## src/rtl/snn_pkg.sv

```systemverilog
// Shared types and helpers for the spiking-neuron datapath.
// The synaptic current type is shared with the downstream LIF neuron.
`timescale 1ns/1ps
package snn_pkg;

    localparam int ISYN_W   = 8;
    localparam int WEIGHT_W = 8;

    typedef logic [ISYN_W-1:0] isyn_t;

    typedef enum logic [1:0] {
        CFG_RESET_WAIT,
        CFG_READY,
        CFG_HOLD
    } cfg_state_t;

    function automatic isyn_t sat_u8(input logic [15:0] x);
        return (x > 16'd255) ? isyn_t'(8'hFF) : isyn_t'(x[7:0]);
    endfunction

endpackage

```

## src/rtl/synapse_weight_bank.sv

```systemverilog
// Programmable synapse weights behind a valid/ready write port.
// Each accepted write is followed by one not-ready cycle.
`timescale 1ns/1ps
module synapse_weight_bank
    import snn_pkg::*;
#(
    parameter int N_INPUTS = 4,
    parameter int AW       = $clog2(N_INPUTS)
) (
    input  logic                         clk,
    input  logic                         rst,
    input  logic                         cfg_valid,
    input  logic [AW-1:0]                cfg_addr,
    input  logic [WEIGHT_W-1:0]          cfg_data,
    output logic                         cfg_ready,
    output logic [N_INPUTS*WEIGHT_W-1:0] weights
);

    cfg_state_t          state;
    logic [WEIGHT_W-1:0] w [N_INPUTS];

    always_ff @(posedge clk or posedge rst) begin
        if (rst) begin
            state     <= CFG_RESET_WAIT;
            cfg_ready <= 1'b0;
            for (int i = 0; i < N_INPUTS; i++) begin
                w[i] <= '0;
            end
        end else begin
            unique case (state)
                CFG_RESET_WAIT: begin
                    state     <= CFG_READY;
                    cfg_ready <= 1'b1;
                end
                CFG_READY: begin
                    if (cfg_valid) begin
                        // Addresses with no matching entry are silently dropped
                        for (int i = 0; i < N_INPUTS; i++) begin
                            if (cfg_addr == AW'(i)) begin
                                w[i] <= cfg_data;
                            end
                        end
                        state     <= CFG_HOLD;
                        cfg_ready <= 1'b0;
                    end
                end
                CFG_HOLD: begin
                    state     <= CFG_READY;
                    cfg_ready <= 1'b1;
                end
                default: begin
                    state     <= CFG_RESET_WAIT;
                    cfg_ready <= 1'b0;
                end
            endcase
        end
    end

    for (genvar g = 0; g < N_INPUTS; g++) begin : g_flat
        assign weights[g*WEIGHT_W +: WEIGHT_W] = w[g];
    end

endmodule

```

## src/rtl/synapse_current_gen.sv

```systemverilog
// Presynaptic spikes to leaky, saturating synaptic current for the LIF neuron.
// Stage 1 sums firing weights, stage 2 decays and accumulates the current.
`timescale 1ns/1ps
module synapse_current_gen
    import snn_pkg::*;
#(
    parameter int N_INPUTS    = 4,
    parameter int DECAY_SHIFT = 2
) (
    input  logic                        clk,
    input  logic                        rst_n,
    input  logic [N_INPUTS-1:0]         pre_spike,
    input  logic                        cfg_valid,
    input  logic [$clog2(N_INPUTS)-1:0] cfg_addr,
    input  logic [WEIGHT_W-1:0]         cfg_data,
    output logic                        cfg_ready,
    output isyn_t                       isyn,
    output logic                        sat,
    output logic [15:0]                 spike_events
);

    localparam int AW = $clog2(N_INPUTS);
    localparam int SW = WEIGHT_W + AW;
    localparam int TW = SW + 1;

    logic [N_INPUTS*WEIGHT_W-1:0] weights;
    logic [SW-1:0]                sum;
    logic [SW-1:0]                s_q;
    isyn_t                        i_q;
    isyn_t                        d;
    logic [TW-1:0]                t;
    logic                         flush;

    // rst_n is active-high to match the neuron
    synapse_weight_bank #(
        .N_INPUTS (N_INPUTS)
    ) u_bank (
        .clk       (clk),
        .rst       (rst_n),
        .cfg_valid (cfg_valid),
        .cfg_addr  (cfg_addr),
        .cfg_data  (cfg_data),
        .cfg_ready (cfg_ready),
        .weights   (weights)
    );

    always_comb begin
        sum = '0;
        for (int i = 0; i < N_INPUTS; i++) begin
            if (pre_spike[i]) begin
                sum = sum + SW'(weights[i*WEIGHT_W +: WEIGHT_W]);
            end
        end
    end

    always_comb begin
        d     = i_q >> DECAY_SHIFT;
        t     = TW'(i_q) - TW'(d) + TW'(s_q);
        flush = (s_q == '0) && (i_q < isyn_t'(1 << DECAY_SHIFT));
    end

    always_ff @(posedge clk or posedge rst_n) begin
        if (rst_n) begin
            s_q          <= '0;
            i_q          <= '0;
            sat          <= 1'b0;
            spike_events <= '0;
        end else begin
            s_q <= sum;
            if (|pre_spike) begin
                spike_events <= spike_events + 16'd1;
            end
            // Shift decay alone stalls below 2**DECAY_SHIFT
            if (flush) begin
                i_q <= '0;
                sat <= 1'b0;
            end else begin
                i_q <= sat_u8(16'(t));
                sat <= (t > TW'(255));
            end
        end
    end

    assign isyn = i_q;

endmodule

```

## config.mk

```make
export PLATFORM = sky130hd
export DESIGN_NAME = synapse_current_gen
export DESIGN_NICKNAME = d
export VERILOG_FILES = /design/src/rtl/snn_pkg.sv /design/src/rtl/synapse_weight_bank.sv /design/src/rtl/synapse_current_gen.sv
export SDC_FILE = /design/constraint.sdc
export NUM_CORES = 1
export LEC_CHECK = 0
export CAP_MARGIN = 20
export CORE_MARGIN = 2
export CORE_UTILIZATION = 63
export DETAILED_ROUTE_END_ITERATION = 10
export GPL_TIMING_DRIVEN = 0
export PLACE_DENSITY = 0.88
export REMOVE_ABC_BUFFERS = 1
export SLEW_MARGIN = 10
export SYNTH_ARGS = -nofsm -noshare
export SYNTH_HDL_FRONTEND = slang
export SYNTH_HIERARCHICAL = 1
export SYNTH_SLANG_ARGS = --single-unit
```

## constraint.sdc

```tcl
create_clock -name clk -period 13.9 [get_ports clk]
set_input_delay 2.78 -clock clk [delete_from_list [all_inputs] [get_ports clk]]
set_output_delay 2.78 -clock clk [all_outputs]
set_load 0.005 [all_outputs]
```

* Yosys cells after proc, flatten, opt, wreduce, memory -nomap -nowiden *
Cells that the tools add are included.

cells by class
  eq/ne operators = 6
  muxes and demuxes = 11
  add/subtract/negate cells = 6
  reduce and logical (&&, ||, !) cells = 10
  $lt $le $gt $ge = 3

operator list
  operator                                                                          count
  10-bit by 8-bit adder with 10-bit output                                          3
  10-bit 2-to-1 mux                                                                 3
  8-bit 2-to-1 mux                                                                  3
  11-bit by 8-bit greater-than comparator with 1-bit output, second input constant  2
  16-bit by 1-bit adder with 16-bit output, second input constant                   1
  3-bit AND reduction                                                               4
  11-bit by 10-bit adder with 11-bit output                                         1
  10-bit zero test                                                                  1
  8-bit by 6-bit subtractor with 9-bit output                                       1
  8-bit by 3-bit less-than comparator with 1-bit output, second input constant      1
  2-bit == test, second input constant                                              3
  2-bit by 1-bit == test with 1-bit output, second input constant                   2
  2-bit zero test                                                                   2
  2-bit one-hot mux with 2 select lines                                             1
  4-bit OR reduction                                                                1
  1-bit 2-to-1 mux                                                                  2
  2-bit 2-to-1 mux                                                                  1
  2-bit inequality test, second input constant                                      1
  1-bit one-hot mux with 2 select lines                                             1
  2-bit OR reduction                                                                1
  1-bit logical AND                                                                 1

word-level totals
  flip-flop bits (word level) = 70
  input port bits = 17
  output and inout port bits = 26

* Longest topological paths before layout *
Gate-level depths: netlist (run 1).

  depth after elaboration = 7
  mapped depth = 24
  gate-level depth less buffers = 23

* Modules after synthesis *
Netlist (run 1), hierarchy kept.

by module, submodules not included
  module               times used  area each (um2)  cells each  sequential area each (um2)
  synapse_current_gen  1           3,404.5          387         875.8
  synapse_weight_bank  1           1,291.2          75          850.8

* Least setup slack after synthesis (run 1) *
Ideal clock, no wire load.

  path type = input to register
  from = in pre_spike[0]
  to = reg s_q[9]
  data required time = 13.779 ns
  data arrival time = 7.176 ns
  cell stages on the path = 23
  slack = 6.603 ns
  setup time = 0.121 ns
  buffers on the path = 1
  cells stage by stage = clkbuf_1 -> and2_1 -> ha_1 -> inv_1 -> fa_1 -> nor2b_4 -> o311a_4 -> nor2_1 -> xor2_1 -> a21oi_1 -> ha_1 -> and3_1 -> a221o_1 -> or3_1 -> a21oi_1 -> nor2_1 -> ha_1 -> o21ai_0 -> a21oi_1 -> a221oi_1 -> nand2b_1 -> o21ai_0 -> a22o_1

between the ends
  longest elaborated chain between the ends = 7

ends and longest elaborated chain
  what                                      line                       text
  from (decl)                               synapse_current_gen.sv:12  input logic [N_INPUTS-1:0] pre_spike,
  8-bit 2-to-1 mux *                        synapse_current_gen.sv:50  if (pre_spike[i]) begin
  10-bit by 8-bit adder with 10-bit output  synapse_current_gen.sv:51  sum = sum + SW'(weights[i*WEIGHT_W +: WEIGHT_W]);
  10-bit 2-to-1 mux *                       synapse_current_gen.sv:50
  10-bit by 8-bit adder with 10-bit output  synapse_current_gen.sv:51
  10-bit 2-to-1 mux *                       synapse_current_gen.sv:50
  10-bit by 8-bit adder with 10-bit output  synapse_current_gen.sv:51
  10-bit 2-to-1 mux *                       synapse_current_gen.sv:50
  net sum[9]                                synapse_current_gen.sv:27  logic [SW-1:0] sum;
  to (signal assigned)                      synapse_current_gen.sv:69  s_q <= sum;
  to (decl)                                 synapse_current_gen.sv:28  logic [SW-1:0] s_q;

Mark *: on every way through the listed nets, which the timed path passes. The rest lies on a longest branch.
A chain may end at the register's enable or synchronous reset.

* Worst setup path in the final report (run 1) *
Same ends and word-level chain as after synthesis.

==> impl_metrics.env, run 1 <==
export IMPL_status="finished, final reports clean"
export IMPL_cp_slowest_cell="clkdlybuf4s50_1"
export IMPL_rr_worst_depth=22
export IMPL_grt_antenna_before_repair=0
export IMPL_skew_ns=0.0118
export IMPL_reg2reg_slack_ns=8.70
export IMPL_route_detailed_drc=0
export IMPL_p_per_area_mw_per_mm2=279
export IMPL_rsz0062_at_grt="false"
export IMPL_synth_area_sq_mm=0.00470
export IMPL_vias=3703
export IMPL_period_share=0.581
export IMPL_ant_nets=0
export IMPL_cts_tree="built"
export IMPL_p_seq_frac=0.224
export IMPL_slowest_delay_ns=0.75
export IMPL_power_switching_uw=665
export IMPL_slew_headroom=0.463
export IMPL_via_per_inst=6.08
export IMPL_worstPathRequired_ns=14.14
export IMPL_wire_per_inst_microns=16.6
export IMPL_period_needed_ns=8.08
export IMPL_max_slew_worst_pin_slew_ns=0.805
export IMPL_p_int_uw=856
export IMPL_setup_viol=0
export IMPL_synth_edf_count=0
export IMPL_numPortBuffers=42
export IMPL_hold_class="flip-flop to flip-flop"
export IMPL_rr_endpoint="s_q[9]$_DFF_PP0_"
export IMPL_gp_congestion=0.947
export IMPL_pwr_share_comb=0.653
export IMPL_crit_chain="clkdlybuf4s50_1 -> and2_1 -> ha_1 -> inv_1 -> fa_1 -> nor2b_4 -> o311a_4 -> nor2_1 -> xor2_1 -> a21oi_1 -> ha_1 -> and3_1 -> a221o_1 -> or3_1 -> a21oi_1 -> nor2_1 -> ha_1 -> o21ai_0 -> a21oi_1 -> a221oi_1 -> nand2b_1 -> o21ai_0 -> a22o_1"
export IMPL_post_cts_buffers=0
export IMPL_area_delta_synth_final_pct=15.9
export IMPL_post_cts_resized=0
export IMPL_hold_viol=0
export IMPL_clk_pin_slew_worst_paths_ns=0.08
export IMPL_hold_buffers=0
export IMPL_cts_buffer_depth=2
export IMPL_maxCapViolations=0
export IMPL_worstReg2RegStart="u_bank/weights[0]$_DFFE_PP0P_"
export IMPL_ys_seq_elements=69
export IMPL_nets=567
export IMPL_drt_wl_total_microns=10100
export IMPL_grtUsageTotal=0.266
export IMPL_root_buffer="clkbuf_8"
export IMPL_core_sq_mm=0.00725
export IMPL_firstDrtPassIters=4
export IMPL_p_sw_frac=0.437
export IMPL_maxSlewViolCount=0
export IMPL_grt_max_degree=35
export IMPL_dp_slack_ns=5.55
export IMPL_ir_drop_mv=0.153
export IMPL_cts_made_buffers=9
export IMPL_die_area_sq_mm=0.00816
export IMPL_ioPinCount=43
export IMPL_critPathKind="input port to flip-flop"
export IMPL_drt_first_iter_violations=200
export IMPL_setup_slack_ns=5.82
export IMPL_drive_gt1_frac=0.133
export IMPL_start_util=0.647
export IMPL_hold_path_depth=1
export IMPL_synthArstFlopShare=1.00
export IMPL_detailed_place_hpwl_microns=7650
export IMPL_die_w_microns=90.3
export IMPL_startpoint_type="input port"
export IMPL_clock_sinks=69
export IMPL_clkPwrFrac=0.123
export IMPL_antenna_cells=0
export IMPL_cellLeakagePower_nw=2.44
export IMPL_whs_endpoint="u_bank/cfg_ready$_DFFE_PP0P_"
export IMPL_critPathArrivalTime_ns=8.32
export IMPL_clk_latency_ns=0.36
export IMPL_crit_path_max_fanout=12
export IMPL_synth_avg_cell_area_sq_um=10.2
export IMPL_synth_cells=462
export IMPL_crit_path_end_kind="flip-flop"
export IMPL_synthFlopType="dfrtp_1"
export IMPL_ys_warn_count=6
export IMPL_rows=31
export IMPL_htreeDepth=3
export IMPL_grt_overflow=0
export IMPL_grt_pass1_wl_microns=17500
export IMPL_die_y_microns=90.3
export IMPL_grt_pass1_vias=3925
export IMPL_hold_start="u_bank/state[1]$_DFFE_PP0P_"
export IMPL_yosys_cell_types_count=59
export IMPL_ys_seq_area_frac=0.368
export IMPL_clock_fmax_ghz=0.124
export IMPL_tns_ns=0
-- area by class of cell --
type | count | area [sq um]
clock buffer | 10 | 138
multi-input combinational | 352 | 2810
tap | 99 | 124
clock inverter | 6 | 86.3
inverter | 30 | 113
sequential | 69 | 1730
fill | 505 | 1810
timing repair buffer | 43 | 448
-- synthesized netlist by cell type (6+ instances only) --
cell	number	share of area
clkbuf_1	7	0.0056
o21ai_0	25	0.027
o21a_1	6	0.0096
xor2_1	13	0.024
dfrtp_1	69	0.37
nor2_1	22	0.018
mux2_2	40	0.096
inv_1	30	0.024
a31oi_1	12	0.016
xnor2_1	29	0.054
nand2_1	26	0.021
ha_1	40	0.11
a21o_1	8	0.013
nand3_1	11	0.012
and3_1	7	0.0093
nor2b_1	7	0.0093
a21oi_1	29	0.031
-- worst max path at each step --
stage	to	cells past startpoint	startpoint
final	s_q[9]$_DFF_PP0_	23	pre_spike[0]
after global routing	s_q[9]$_DFF_PP0_	23	pre_spike[0]
after CTS	s_q[9]$_DFF_PP0_	23	pre_spike[0]
after detailed placement	s_q[9]$_DFF_PP0_	23	pre_spike[0]
after floorplan	s_q[9]$_DFF_PP0_	22	pre_spike[0]
after global placement	s_q[9]$_DFF_PP0_	23	pre_spike[0]
-- cells in the final DEF (no fill, tap or decap), types with 2 or more instances in the layout --
| cell type | instances |
|---|---|
| dfrtp_1 | 69 |
| o21bai_1 | 2 |
| a211oi_1 | 4 |
| a21oi_1 | 29 |
| mux2_2 | 40 |
| a221oi_1 | 4 |
| nor3_1 | 5 |
| clkbuf_8 | 10 |
| o2111a_1 | 2 |
| a211o_1 | 3 |
| and4_1 | 2 |
| nor2_1 | 22 |
| o31ai_1 | 2 |
| a31oi_1 | 12 |
| nand3_1 | 11 |
| nand4_1 | 5 |
| or3_1 | 3 |
| xor2_1 | 13 |
| inv_1 | 29 |
| and2_1 | 4 |
| nor4_1 | 5 |
| mux2i_1 | 3 |
| fa_1 | 5 |
| clkinv_2 | 2 |
| o21ai_0 | 25 |
| bufinv_16 | 2 |
| nand2_1 | 26 |
| nand2b_1 | 4 |
| o21a_1 | 6 |
| a21o_1 | 8 |
| ha_1 | 40 |
| nor2b_1 | 7 |
| clkdlybuf4s50_1 | 42 |
| xnor2_1 | 29 |
| o211ai_1 | 2 |
| and3_1 | 7 |
-- flip-flops by register name (all words and copies together), names as in the netlist --
signal,cells
sat,1
u_bank/weights,32
u_bank/state,1
spike_events,16
s_q,10
isyn,8
u_bank/cfg_ready,1
-- kinds of logic (layout without fill, tap and decap cells) --
logic type | Yosys count | count (layout) | share of synthesized area
muxes | 43 | 43 | 0.102
DFF | 69 | 69 | 0.368
and+or+nand+nor | 110 | 110 | 0.127
adders and majority gates | 45 | 45 | 0.128
AOI/OAI and AO/OA | 112 | 112 | 0.163
xor gates and xnor gates | 42 | 42 | 0.0783
buffers and inverters | 41 | 89 | 0.0341
-- critical path, delay by kind of cell --
kind	cells	cell delay, ns
compound gates	9	1.99
xor+xnor	1	0.21
buf+inv	2	0.81
simple gates	7	1.22
fa+ha+maj	4	1.30
-- per-layer routing --
layer  track usage  vias up  routed length, microns  part of all wire
met5             0        -                       0                 0
met4         0.137        0                     219             0.022
met3        0.0334       21                     372             0.037
met2         0.490      102                    5380              0.53
met1         0.300     1809                    4150              0.41
li1              -     1771                       -                 -
-- power by group through the flow --
stage | registers (mW) | logic [mW] | clock network (mW)
after floorplan | 0.329 | 0.761 | 0
after global placement | 0.338 | 0.917 | 0
after detailed placement | 0.343 | 0.974 | 0
after CTS | 0.340 | 0.984 | 0.188
after global routing | 0.350 | 1.11 | 0.196
final | 0.341 | 0.993 | 0.187
-- through the flow --
stage	hold slack, ns	power (mW)	instances	utilization	cell area (sq um)
floorplan	0.427	1.09	451	-	4650
global placement	0.437	1.25	592	0.716	5190
detailed placement	0.478	1.32	593	0.720	5220
CTS	0.476	1.51	609	0.751	5440
global route	0.507	1.65	609	0.751	5440
finish	0.474	1.52	609	0.751	5440
Power figures use the tool's default switching activity.
==> inputs of run 2 (changes only) <==
--- a/config.mk
+++ b/config.mk
@@ -7,10 +7,10 @@
 export LEC_CHECK = 0
 export CAP_MARGIN = 20
 export CORE_MARGIN = 2
-export CORE_UTILIZATION = 63
+export CORE_UTILIZATION = 53
 export DETAILED_ROUTE_END_ITERATION = 10
 export GPL_TIMING_DRIVEN = 0
-export PLACE_DENSITY = 0.88
+export PLACE_DENSITY = 0.79
 export REMOVE_ABC_BUFFERS = 1
 export SLEW_MARGIN = 10
 export SYNTH_ARGS = -nofsm -noshare
==> constraint.sdc (replaced) <==
create_clock -name clk -period 7.3 [get_ports clk]
set_input_delay 1.46 -clock clk [delete_from_list [all_inputs] [get_ports clk]]
set_output_delay 1.46 -clock clk [all_outputs]
set_load 0.005 [all_outputs]
==> impl_metrics.env, run 2 (same netlist as run 1, synthesis figures left out) <==
export IMPL_core_sq_mm=0.00864
export IMPL_hold_start="spike_events[15]$_DFFE_PP0P_"
export IMPL_die_area_sq_mm=0.00963
export IMPL_root_buffer="clkbuf_8"
export IMPL_period_share=0.923
export IMPL_ant_nets=0
export IMPL_design_area_sq_mm=0.00537
export IMPL_crit_path_end_kind="flip-flop"
export IMPL_setup_slack_ns=0.565
export IMPL_critPathArrivalTime_ns=6.97
export IMPL_rr_worst_depth=22
export IMPL_skew_ns=0.0130
export IMPL_ioPinCount=43
export IMPL_cts_made_buffers=9
export IMPL_wirelength_met1_microns=4110
export IMPL_clk_latency_ns=0.35
export IMPL_layout_common_cells="dfrtp_1, clkdlybuf4s50_1, mux2_2, ha_1"
export IMPL_firstDrtPassIters=5
export IMPL_grt_antenna_before_repair=0
export IMPL_final_common_cell="dfrtp_1"
export IMPL_hold_path_depth=1
export IMPL_dp_slack_ns=0.306
export IMPL_wl_met2_microns=4830
export IMPL_grtUsageTotal=0.201
export IMPL_worstReg2RegStart="u_bank/weights[0]$_DFFE_PP0P_"
export IMPL_status="finished, final reports clean"
export IMPL_die_w_microns=98.1
export IMPL_largest_register_ffs=32
export IMPL_cts_tree="built"
export IMPL_nets=566
export IMPL_drt_first_iter_violations=130
export IMPL_slew_headroom=0.520
export IMPL_utilization=0.622
export IMPL_area_delta_synth_final_pct=14.3
export IMPL_rr_endpoint="s_q[9]$_DFF_PP0_"
export IMPL_whs_endpoint="spike_events[15]$_DFFE_PP0P_"
export IMPL_power_switching_mw=1.22
export IMPL_worstPathRequired_ns=7.53
export IMPL_placed_cell_area_sq_mm=0.00520
export IMPL_clock_sinks=69
export IMPL_multiInputGateArea_sq_mm=0.00281
export IMPL_clock_fmax_ghz=0.148
export IMPL_placedCellCount=601
export IMPL_rsz0062_at_grt="false"
export IMPL_p_per_area_mw_per_mm2=516
export IMPL_setup_viol=0
export IMPL_grt_pass1_wl_microns=15800
export IMPL_die_y_microns=98.1
export IMPL_pwr_share_comb=0.669
export IMPL_max_slew_worst_pin_slew_ns=0.719
export IMPL_detailed_place_hpwl_microns=7200
export IMPL_hold_viol=0
export IMPL_regArea_sq_mm=0.00173
export IMPL_post_cts_resized=0
export IMPL_htreeDepth=3
export IMPL_period_needed_ns=6.74
export IMPL_gp_congestion=0.909
export IMPL_fillerInstances=706
export IMPL_route_detailed_drc=0
export IMPL_p_sw_frac=0.440
export IMPL_p_seq_frac=0.233
export IMPL_maxCapViolations=0
export IMPL_post_cts_buffers=0
export IMPL_clkPwrFrac=0.098
export IMPL_numPortBuffers=42
export IMPL_start_util=0.544
export IMPL_grt_pass1_vias=3514
export IMPL_clk_pin_slew_worst_paths_ns=0.07
export IMPL_drive_gt1_frac=0.130
export IMPL_rows=34
export IMPL_ir_drop_mv=0.218
export IMPL_cellLeakagePower_nw=2.40
export IMPL_wire_per_inst_microns=15.2
export IMPL_drt_wl_total_microns=9370
export IMPL_critPathKind="input port to flip-flop"
export IMPL_tns_ns=0
export IMPL_stdcell_count=615
export IMPL_p_int_mw=1.55
export IMPL_grt_max_degree=36
export IMPL_crit_path_max_fanout=12
export IMPL_grt_overflow=0
export IMPL_via_per_inst=5.79
export IMPL_maxSlewViolCount=0
export IMPL_vias=3563
export IMPL_met3_length_microns=335
export IMPL_hold_buffers=0
export IMPL_antenna_cells=0
export IMPL_reg2reg_slack_ns=2.13
export IMPL_hold_class="flip-flop to flip-flop"
export IMPL_top_layer_used="met4"
export IMPL_startpoint_type="input port"
export IMPL_cts_buffer_depth=2
-- run 2: routing by layer --
metal,GRT usage,vias up
met5,0,-
met4,0.0502,0
met3,0.0394,8
met2,0.364,70
met1,0.245,1723
li1,-,1762
-- run 2: layout make-up --
type	count	share of cell area
Clock buffer	10	0.0256
Clock inverter	4	0.00490
Inverter	30	0.0210
Multi-Input combinational cell	352	0.523
Sequential cell	69	0.322
Tap cell	108	0.0252
Timing Repair Buffer	42	0.0783
-- run 2: power groups by stage --
stage          logic [mW]  registers (mW)  clock network [mW]
6_report             1.85           0.645               0.270
5_1_grt              2.07           0.663               0.296
4_1_cts              1.85           0.645               0.281
3_5_place_dp         1.84           0.652                   0
3_3_place_gp         1.76           0.645                   0
2_1_floorplan        1.45           0.627                   0
-- run 2: how the worst max path moves through the flow --
stage	endpoint	depth (start not counted)	from	slack, ns
after floorplan	s_q[9]$_DFF_PP0_	22	pre_spike[0]	1.64
final	s_q[9]$_DFF_PP0_	23	pre_spike[0]	0.56
after CTS	s_q[9]$_DFF_PP0_	23	pre_spike[0]	0.58
after global placement	s_q[9]$_DFF_PP0_	23	pre_spike[0]	0.45
after global routing	s_q[9]$_DFF_PP0_	23	pre_spike[0]	0.25
after detailed placement	s_q[9]$_DFF_PP0_	23	pre_spike[0]	0.31
-- run 2: worst max-delay path, cell delays in order --
cell and delay (ns):
clkdlybuf4s50_1 0.75, and2_1 0.22, ha_1 0.19, inv_1 0.06, fa_1 0.44, nor2b_4 0.17, o311a_4 0.20, nor2_1 0.06
xor2_1 0.20, a21oi_1 0.10, ha_1 0.36, and3_1 0.18, a221o_1 0.38, or3_1 0.32, a21oi_1 0.24, nor2_1 0.09
ha_1 0.32, o21ai_0 0.29, a21oi_1 0.11, a221oi_1 0.40, nand2b_1 0.16, o21ai_0 0.07, a22o_1 0.19
-- run 2: stage by stage --
step,hold slack [ns],power (mW)
2_1_floorplan,0.427,2.08
4_1_cts,0.471,2.78
3_5_place_dp,0.445,2.49
6_report,0.468,2.77
5_1_grt,0.488,3.03
3_3_place_gp,0.454,2.41
==> inputs of run 3 (changes only) <==
--- a/config.mk
+++ b/config.mk
@@ -12,7 +12,6 @@
 export GPL_TIMING_DRIVEN = 0
 export PLACE_DENSITY = 0.79
 export REMOVE_ABC_BUFFERS = 1
-export SLEW_MARGIN = 10
 export SYNTH_ARGS = -nofsm -noshare
 export SYNTH_HDL_FRONTEND = slang
 export SYNTH_HIERARCHICAL = 1
==> impl_metrics.env, run 3 (same netlist as run 1, synthesis figures left out) <==
export IMPL_status="finished, final reports clean"
export IMPL_ir_drop_mv=0.227
export IMPL_cellLeakagePower_nw=2.44
export IMPL_clock_fmax_ghz=0.150
export IMPL_post_cts_resized=0
export IMPL_ant_nets=0
export IMPL_rows=34
export IMPL_fin_hold_ws_ns=0.466
export IMPL_slew_headroom=0.509
export IMPL_crit_chain="clkdlybuf4s50_1 -> and2_1 -> ha_1 -> inv_1 -> fa_1 -> nor2b_4 -> o311a_4 -> nor2_1 -> xor2_1 -> a21oi_1 -> ha_1 -> and3_1 -> a221o_1 -> or3_1 -> a21oi_1 -> nor2_1 -> ha_1 -> o21ai_0 -> a21oi_1 -> a221oi_1 -> nand2b_1 -> o21ai_0 -> a22o_1"
export IMPL_skew_ns=0.0117
export IMPL_setup_viol=0
export IMPL_total_power_mw=2.81
export IMPL_cts_buffer_depth=2
export IMPL_rr_endpoint="s_q[9]$_DFF_PP0_"
export IMPL_detailed_place_hpwl_microns=7410
export IMPL_vias=3538
export IMPL_clk_latency_ns=0.34
export IMPL_largest_register_ffs=32
export IMPL_hold_start="u_bank/state[1]$_DFFE_PP0P_"
export IMPL_firstDrtPassIters=5
export IMPL_hold_class="flip-flop to flip-flop"
export IMPL_critPathArrivalTime_ns=6.92
export IMPL_placed_cell_area_sq_mm=0.00526
export IMPL_drt_wl_total_microns=9410
export IMPL_via_per_inst=5.73
export IMPL_crit_path_end_kind="flip-flop"
export IMPL_dp_slack_ns=0.296
export IMPL_grt_overflow=0
export IMPL_tns_ns=0
export IMPL_grt_pass1_wl_microns=15800
export IMPL_core_sq_mm=0.00864
export IMPL_slowest_delay_ns=0.75
export IMPL_worstPathRequired_ns=7.54
export IMPL_drt_first_iter_violations=132
export IMPL_period_needed_ns=6.69
export IMPL_hold_path_depth=1
export IMPL_rr_worst_depth=22
export IMPL_grt_use_met2=0.364
export IMPL_antenna_cells=0
export IMPL_nets=568
export IMPL_setup_slack_ns=0.612
export IMPL_cp_slowest_cell="clkdlybuf4s50_1"
export IMPL_crit_path_max_fanout=12
export IMPL_post_cts_buffers=0
export IMPL_gp_congestion=0.909
export IMPL_final_common_cell="dfrtp_1"
export IMPL_cts_made_buffers=9
export IMPL_cts_tree="built"
export IMPL_grtUsageTotal=0.202
export IMPL_ioPinCount=43
export IMPL_clock_sinks=69
export IMPL_start_util=0.544
export IMPL_area_delta_synth_final_pct=16.0
export IMPL_period_share=0.916
export IMPL_route_detailed_drc=0
export IMPL_rsz0062_at_grt="false"
export IMPL_hold_viol=0
export IMPL_grt_busiest_layer="met2"
export IMPL_numPortBuffers=42
export IMPL_grt_antenna_before_repair=0
export IMPL_root_buffer="clkbuf_8"
export IMPL_maxCapViolations=0
export IMPL_design_area_sq_mm=0.00545
export IMPL_die_area_sq_mm=0.00963
export IMPL_grt_util_met1=0.242
export IMPL_reg2reg_slack_ns=2.17
export IMPL_htreeDepth=3
export IMPL_whs_endpoint="u_bank/cfg_ready$_DFFE_PP0P_"
export IMPL_clk_pin_slew_worst_paths_ns=0.08
export IMPL_use_met3=0.0379
export IMPL_worstReg2RegStart="u_bank/weights[0]$_DFFE_PP0P_"
export IMPL_grt_max_degree=22
export IMPL_die_y_microns=98.1
export IMPL_wire_per_inst_microns=15.3
export IMPL_max_slew_worst_pin_slew_ns=0.736
export IMPL_critPathKind="input port to flip-flop"
export IMPL_grt_pass1_vias=3467
export IMPL_die_w_microns=98.1
export IMPL_hold_buffers=0
export IMPL_startpoint_type="input port"
export IMPL_drive_gt1_frac=0.130
export IMPL_layout_common_cells="dfrtp_1, clkdlybuf4s50_1, mux2_2, ha_1, inv_1"
export IMPL_p_per_area_mw_per_mm2=516
export IMPL_maxSlewViolCount=0
[run 3: changes by cell type in the layout (fill, tap and decap cells not counted), sizes merged]
cell,change
buf,+2
bufinv,+1
clkinv,-2
clkinvlp,+1
[run 3: area by class of cell]
cell class	instances	area, sq um
multi-input cells	352	2810
inverters	30	113
clock buffers	10	138
well taps	108	135
repair buffers	44	475
clock inverters	4	50.0
fillers	722	3190
flip-flops and latches	69	1730
[run 3: where the power goes]
group | switching (mW) | internal (mW) | leakage [nW]
clock network | 0.144 | 0.163 | 0.0902
registers | 0.112 | 0.533 | 0.825
logic | 0.966 | 0.892 | 1.52
[run 3: routing by layer]
| layer | up-vias | routed length [microns] |
|---|---|---|
| met4 | 0 | 61 |
| met1 | 1685 | 4160 |
| met3 | 6 | 312 |
| li1 | 1774 | - |
| met2 | 73 | 4880 |
| met5 | - | 0 |
[run 3: per-stage QoR]
| stage | std cells | utilization |
|---|---|---|
| final | 617 | 0.631 |
| after global routing | 617 | 0.631 |
| after CTS | 617 | 0.631 |
| after detailed placement | 603 | 0.609 |
| after global placement | 601 | 0.603 |
| after floorplan | 451 | - |
[run 3: how the worst max path moves through the flow]
| stage | from | end | slack [ns] | cells past startpoint |
|---|---|---|---|---|
| finish | pre_spike[0] | s_q[9]$_DFF_PP0_ | 0.61 | 23 |
| global route | pre_spike[0] | s_q[9]$_DFF_PP0_ | 0.29 | 23 |
| CTS | pre_spike[0] | s_q[9]$_DFF_PP0_ | 0.64 | 23 |
| detailed placement | pre_spike[0] | s_q[9]$_DFF_PP0_ | 0.30 | 23 |
| global placement | pre_spike[0] | s_q[9]$_DFF_PP0_ | 0.45 | 23 |
| floorplan | pre_spike[0] | s_q[9]$_DFF_PP0_ | 1.64 | 22 |
[run 3: critical path, delay by kind of cell]
family	cells	cell delay, ns
fa+ha+maj	4	1.29
xor+xnor	1	0.18
simple gates	7	1.18
buf+inv	2	0.81
compound gates	9	1.99
